<file path="config.mk">
export PLATFORM = sky130hd
export DESIGN_NAME = jtcps1_vram_server
export DESIGN_NICKNAME = d
export VERILOG_FILES = /design/src/rtl/jtcps1_pkg.sv /design/src/rtl/jtcps1_vram_fetch.sv /design/src/rtl/jtcps1_vram_server.sv
export SDC_FILE = /design/constraint.sdc
export NUM_CORES = 1
export LEC_CHECK = 0
export ABC_CLOCK_PERIOD_IN_PS = 2100
export CAP_MARGIN = 20
export CORE_MARGIN = 5
export CORE_UTILIZATION = 31
export CTS_CLUSTER_SIZE = 30
export DETAILED_ROUTE_END_ITERATION = 7
export SKIP_CTS_REPAIR_TIMING = 1
export SYNTH_ARGS = -nofsm -noshare
export SYNTH_HDL_FRONTEND = slang
export SYNTH_SLANG_ARGS = --single-unit
</file>
<file path="constraint.sdc">
create_clock -name clk -period 2.1 [get_ports clk]
set_input_delay 0.525 -clock clk [delete_from_list [all_inputs] [get_ports clk]]
set_output_delay 0.525 -clock clk [all_outputs]
set_load 0.02 [all_outputs]
</file>
<file path="src/rtl/jtcps1_pkg.sv">
// Shared types for the CPS1 VRAM server.
// Grant states, cache entry and defaults.
package jtcps1_pkg;

  localparam int AW = 17;
  localparam int DW = 16;

  localparam int HOLD_MAX_DEF = 64;
  localparam int BACKOFF_DEF  = 4;

  typedef enum logic [1:0] {
    ST_IDLE    = 2'd0,
    ST_WAITCPU = 2'd1,
    ST_GRANT   = 2'd2,
    ST_BACKOFF = 2'd3
  } grant_st_t;

  typedef struct packed {
    logic          valid;
    logic [AW-1:0] addr;
    logic [DW-1:0] data;
  } cache_t;

  function automatic int cnt_w(input int max);
    return (max < 2) ? 1 : $clog2(max + 1);
  endfunction

endpackage

</file>
<file path="src/rtl/jtcps1_vram_fetch.sv">
// One-entry read cache in front of VRAM.
// Issues a read on a miss while the bus is granted.
module jtcps1_vram_fetch
  import jtcps1_pkg::*;
(
  input  logic          clk,
  input  logic          rst_n,
  input  logic          busack,
  input  logic [AW-1:0] vram_addr,
  output logic [DW-1:0] vram_data,
  output logic          vram_ok,
  output logic          ram_req,
  output logic [AW-1:0] ram_addr,
  input  logic [DW-1:0] ram_data,
  input  logic          ram_rdy
);

  cache_t cache;
  logic   miss;

  assign miss      = !cache.valid ||
                     (vram_addr != cache.addr);
  assign vram_ok   = rst_n && busack && !miss;
  assign vram_data = cache.data;

  // A read in flight always completes, even if the grant is lost.
  always_ff @(posedge clk) begin
    if (!rst_n) begin
      cache    <= '0;
      ram_req  <= 1'b0;
      ram_addr <= '0;
    end else if (ram_req) begin
      if (ram_rdy) begin
        ram_req <= 1'b0;
        cache   <= '{valid: 1'b1,
                     addr:  ram_addr,
                     data:  ram_data};
      end
    end else if (busack && miss) begin
      ram_req  <= 1'b1;
      ram_addr <= vram_addr;
    end
  end

endmodule

</file>
<file path="src/rtl/jtcps1_vram_server.sv">
// VRAM bus arbiter for the palette copier.
// Grants the bus when the CPU is idle, forces CPU slots.
module jtcps1_vram_server
  import jtcps1_pkg::*;
#(
  parameter int HOLD_MAX = HOLD_MAX_DEF,
  parameter int BACKOFF  = BACKOFF_DEF
) (
  input  logic          clk,
  input  logic          rst_n,
  input  logic          pxl_cen,
  input  logic          busreq,
  output logic          busack,
  input  logic          cpu_idle,
  input  logic          cpu_pri,
  input  logic [AW-1:0] vram_addr,
  output logic [DW-1:0] vram_data,
  output logic          vram_ok,
  output logic          ram_req,
  output logic [AW-1:0] ram_addr,
  input  logic [DW-1:0] ram_data,
  input  logic          ram_rdy
);

  localparam int HW = cnt_w(HOLD_MAX);
  localparam int BW = cnt_w(BACKOFF);

  localparam logic [HW-1:0] HOLD_LAST = HW'(HOLD_MAX - 1);
  localparam logic [HW-1:0] HOLD_TOP  = HW'(HOLD_MAX);
  localparam logic [BW-1:0] BOFF_LAST = BW'(BACKOFF - 1);

  grant_st_t       state;
  logic [HW-1:0]   hold_cnt;
  logic [BW-1:0]   boff_cnt;

  // Dropping busreq beats everything, including cpu_pri.
  always_ff @(posedge clk) begin
    if (!rst_n) begin
      state    <= ST_IDLE;
      busack   <= 1'b0;
      hold_cnt <= '0;
      boff_cnt <= '0;
    end else if (!busreq) begin
      state  <= ST_IDLE;
      busack <= 1'b0;
    end else begin
      unique case (state)
        ST_IDLE: begin
          if (pxl_cen) state <= ST_WAITCPU;
        end
        ST_WAITCPU: begin
          if (pxl_cen && cpu_idle && !cpu_pri) begin
            state    <= ST_GRANT;
            busack   <= 1'b1;
            hold_cnt <= '0;
          end
        end
        ST_GRANT: begin
          if (cpu_pri) begin
            state  <= ST_WAITCPU;
            busack <= 1'b0;
          end else if (pxl_cen) begin
            if (hold_cnt == HOLD_LAST) begin
              state    <= ST_BACKOFF;
              busack   <= 1'b0;
              boff_cnt <= '0;
            end
            if (hold_cnt != HOLD_TOP)
              hold_cnt <= hold_cnt + 1'b1;
          end
        end
        ST_BACKOFF: begin
          if (pxl_cen) begin
            if (boff_cnt == BOFF_LAST)
              state <= ST_WAITCPU;
            else
              boff_cnt <= boff_cnt + 1'b1;
          end
        end
        default: state <= ST_IDLE;
      endcase
    end
  end

  jtcps1_vram_fetch u_fetch (
    .clk       (clk),
    .rst_n     (rst_n),
    .busack    (busack),
    .vram_addr (vram_addr),
    .vram_data (vram_data),
    .vram_ok   (vram_ok),
    .ram_req   (ram_req),
    .ram_addr  (ram_addr),
    .ram_data  (ram_data),
    .ram_rdy   (ram_rdy)
  );

endmodule

</file>
[Word-level counts from Yosys, hierarchy flattened]
Cells that the tools add are included.
Widths: inputs -> output; s select.
Storage, ports and cells
  bits in registers: 65
  input port bits: 40
  output and inout port bits: 36
Operators by class
  add/subtract/negate cells: 2
  eq/ne operators: 18
  multiplexer cells: 27
  bitwise logic cells: 1
  reductions and logical operators: 19
Operators by type and width (count)
  $mux 7: 4
  $ne 2x2->1 const B: 9
  $ne 17x17->1: 1
  $mux 3: 5
  $mux 2: 7
  $pmux 7 s2: 1
  $reduce_and 6->1: 2
  $pmux 2 s4: 1
  $add 7x1->7 const B: 1
  $eq 7x6->1 const B: 1
  $mux 1: 7
  $ne 7x7->1 const B: 1
  $reduce_and 7->1: 1
  $ne 3x3->1 const B: 2
  $pmux 3 s2: 1
  $reduce_and 2->1: 3
  $logic_and 1x1->1: 5
  $eq 2x2->1 const B: 2
  $reduce_and 4->1: 1
  $reduce_bool 2->1: 2
  $add 3x1->3 const B: 1
  $eq 3x2->1 const B: 1
  $logic_not 1->1: 3
  $eq 2x1->1 const B: 1
  4 further kinds: 4

[Longest topological paths before layout]
  word-level depth: 5
  gate-level depth with buffers: 7

[Modules after synthesis]
Synthesis repeated with hierarchy kept, for this count alone.
Unflattened totals
  cell total of the unflattened synthesis: 416
  area total of the unflattened synthesis: 3568.4 um2
By module, submodules not included
  jtcps1_vram_fetch: instances 1, cells an instance 315, area each 2722.6 um2, sequential area each 1041.0 um2
  jtcps1_vram_server: instances 1, cells an instance 101, area each 845.8 um2, sequential area each 260.2 um2

[Worst setup path before layout]
OpenSTA, ideal clock, no wires.
  path kind: input -> output
  start point: input port vram_addr[11]
  end point: output port vram_ok
  arrival: 1525 ps
  required time: 1575 ps
  setup slack: 50 ps
  cell stages on the path: 5
  buffers on the path: 0
  path through: xor2_1 > nor4_1 > and3_4 > nand2_1 > nor2_1
On the way
  longest elaborated chain between the ends: 4
RTL lines
  start, declared: line jtcps1_vram_server.sv:16  | input logic [AW-1:0] vram_addr,
  $ne 17x17->1: line jtcps1_vram_fetch.sv:22  | (vram_addr != cache.addr);
  $logic_or 1x1->1: line jtcps1_vram_fetch.sv:21  | assign miss = !cache.valid ||
  $logic_not 1->1: line jtcps1_vram_fetch.sv:23  | assign vram_ok = rst_n && busack && !miss;
  $logic_and 1x1->1: line jtcps1_vram_fetch.sv:23
  end, declared: line jtcps1_vram_server.sv:18  | output logic vram_ok,
No other way between the ends.

[Final worst setup path]
  start point: input port vram_addr[12]
  end point: output port vram_ok
Same word-level chain as after synthesis.

==> summary.txt <==
Timing
  • Worst slew margin: approximately two thirds
  • F_max: 0.4388 GHz
  • Total negative slack: -0.1789 ns
  • Worst slew pin tran: 0.5257 ns
  • Tmin final: 2.279 ns
  • RSZ-0062 raised after global routing: yes
  • Final hold vios: 0
  • Final Max Slew Viols: 0
  • Final Setup Violations: 1
  • Fin worst setup slack: -0.1789 ns
  • Fin crit share: 108.5%
  • Setup Skew: 0.008331 ns

Detailed routing
  • Routed vias: roughly 2400
  • Detailed Route WL: 6895 um
  • WL per Instance: 13.31 um
  • DR vias/cell: 4.703
  • Drt first pass iters: 4
  • DRC viols: 0
  • Iter 0 DRT Violations: ~110
  • Antenna Violating Nets Remaining: 0

Worst setup path
  • Critical Path RT: 1.57 ns
  • FF-to-FF setup slack: 0.18 ns
  • Worst EP arrival: 1.75 ns
  • Element type at the critical path start: input port
  • RR Startpoint: state[0]
  • CP max FO: 2
  • Reg2reg path depth: 7
  • Critical path endpoint category: output pin
  • Setup Crit Path Kind: in2out
  • Endpoint of the worst register-to-register path: hold_cnt[1]

Floorplan
  • Number of core rows: 35
  • Die width: about 110 um
  • Top Ports: 76
  • Die ar.: 11230 um^2
  • Core box area: 9109 um^2
  • Die height: ~110 um
  • Effective utilization at floorplan: 31.36%

Global routing
  • M2 GR Usage: 20.36%
  • Met1 GRT Util: 15.50%
  • First-pass GRT wire length: 11230 um
  • Vias in the first global route: roughly 2400
  • Gr busiest metal: met2
  • Remaining global-route overflow: 0
  • GRT Overall Usage: 12.47%
  • Largest net degree at the start of global routing: 38
  • Initial antenna violation count: 0
  • GR met3 Demand/Resource: ~4.3%

Power
  • Power per cell area: about 670 nW/um^2
  • Max IR drop VDD: 0.3304 mV
  • LEAKAGE: 0.001571 uW

Hold path
  • Hold endpoint: u_fetch.vram_data[10]
  • HP Class: reg2reg
  • Worst hold start: u_fetch.vram_data[10]
  • Hold path depth: 2

Logic synthesis
  • Mapped Nets: 376
  • Top FF cell, synth: dfxtp_1
  • Async SR Flop Fraction: 0%
  • EDFF count, synth: 0
  • Post-Synthesis Cells: about 330
  • Mapped Area: 2856 um^2
  • Top cells by count, synth: nand2_1 (76), dfxtp_1 (65), a21oi_1 (39)
  • Top cells by area, synth: dfxtp_1 (46%), nand2_1 (10%), a21oi_1 (6.8%), a22o_1 (5.2%), buf_4 (4.5%)
  • Seq/Total Area, Yosys: 45.55%
  • Post-synth top area share: 45.55%
  • Count leader, synth: nand2_1
  • Distinct cell type count after synthesis: 43
  • Ys Warns: 0
  • Synth area leader: dfxtp_1
  • Seq cells post-synth: 65
  • Avg Synthesized Cell Area: 8.735 um^2

Layout
  • N_diodes: 0
  • Multi-input combinational cell area: 1350 um^2
  • Reg area: 1304 um^2
  • Share of cells above drive strength 1: 12.78%
  • Area Growth Syn to Fin: 41.13%
  • # fillers: 900
  • Nets: around 450
  • Layout Utilization: 44.26%

CTS
  • Clock sinks: 65
  • Htree depth: 3
  • Total CTS buffers: 9
  • CTS clk-pin slew, worst paths: approximately 0.07 ns
  • Clock buffer depth: 2
  • Clk root buf: clkbuf_8
  • Clk Latency, worst-skew pair: 0.33 ns
  • CTS tree: yes

Placement
  • Pre-CTS setup slack: -0.9748 ns
  • Post-DP HPWL: 4848 um
  • Buffers added on ports: 75
  • Final estimated routing congestion in global placement: about 0.83

Outcome
  • Failing checks: negative setup slack
  • Status: finished, violations left

Flow run
  • Max-Cap Viols: 0
[cell families (layout without fill, tap and decap cells)]
group           Yosys count  count (layout)  share of synthesized area (%)
compound gates           75              75                          17.52
xor+xnor                 18              18                          5.519
fa+ha+maj                 9               9                          3.942
buf+inv                  42             122                          8.278
flops                    65              65                          45.55
mux                       2               2                         0.7009
simple gates            116             116                          18.49
[placed cells by master, fill, tap and decap left out, types with 7 or more instances in the layout]
cell / synthesis / layout
dfxtp_1: 65 / 63
a22o_1: 17 / 17
nand2_1: 76 / 76
buf_4: 17 / 18
a21oi_1: 39 / 39
inv_1: 11 / 11
xor2_1: 8 / 7
clkdlybuf4s50_1: 0 / 57
ha_1: 9 / 9
xnor2_1: 10 / 8
nor2_1: 13 / 12
dlymetal6s2s_1: 0 / 17
clkbuf_8: 0 / 10
[power by group]
group	internal, uW	switching (uW)
Combinational	122	105
Sequential	1250	11.9
Clock	705	501
Total	2070	618
[layer usage]
metal | routed length [um] | share of wire (%)
met1 | 3138 | 46
met2 | 3326 | 48
met3 | 367 | 5.3
met4 | 62 | 0.90
met5 | 0 | 0
[flip-flops by register name (all words and copies together), names as in the netlist]
signal and count:
boff_cnt 3, busack 1, u_fetch.ram_addr 17, u_fetch.vram_data 16, u_fetch.cache 18, u_fetch.ram_req 1
state 2, hold_cnt 7
[how the worst max path moves through the flow]
| stage | start | endpoint | slack [ns] |
|---|---|---|---|
| 6_report | vram_addr[12] | vram_ok | -0.18 |
| 5_1_grt | u_fetch.cache[28] | vram_ok | -0.31 |
| 4_1_cts | vram_addr[11] | vram_ok | -1.01 |
| 3_5_place_dp | vram_addr[11] | vram_ok | -0.97 |
| 3_3_place_gp | vram_addr[11] | vram_ok | -1.03 |
| 2_1_floorplan | vram_addr[11] | vram_ok | 0.05 |
[critical path, cell delays in order]
cell,delay (ns)
dlymetal6s2s_1,0.16
xnor2_2,0.16
nand4_1,0.21
nor4_4,0.35
nand2_1,0.11
nor2_2,0.11
buf_6,0.13
[final cells by class]
type                            instances  area share [%]
Clock inverter                          6           2.235
Inverter                               11           1.024
Sequential cell                        65           32.34
Clock buffer                           10           3.414
Tap cell                              111           3.445
Multi-Input combinational cell        220           33.49
Timing Repair Buffer                   95           24.05
[stage by stage]
step                hold slack [ns]  instance area (um^2)  total power (uW)  cells
floorplan                    0.4319                  2856              1381    327
global placement             0.4399                  3691              1513    499
detailed placement           0.4494                  3691              1516    499
CTS                          0.4602                  3919              2738    515
global route                 0.4523                  4031              2822    518
finish                       0.4542                  4031              2691    518
Power figures use the tool's default switching activity.
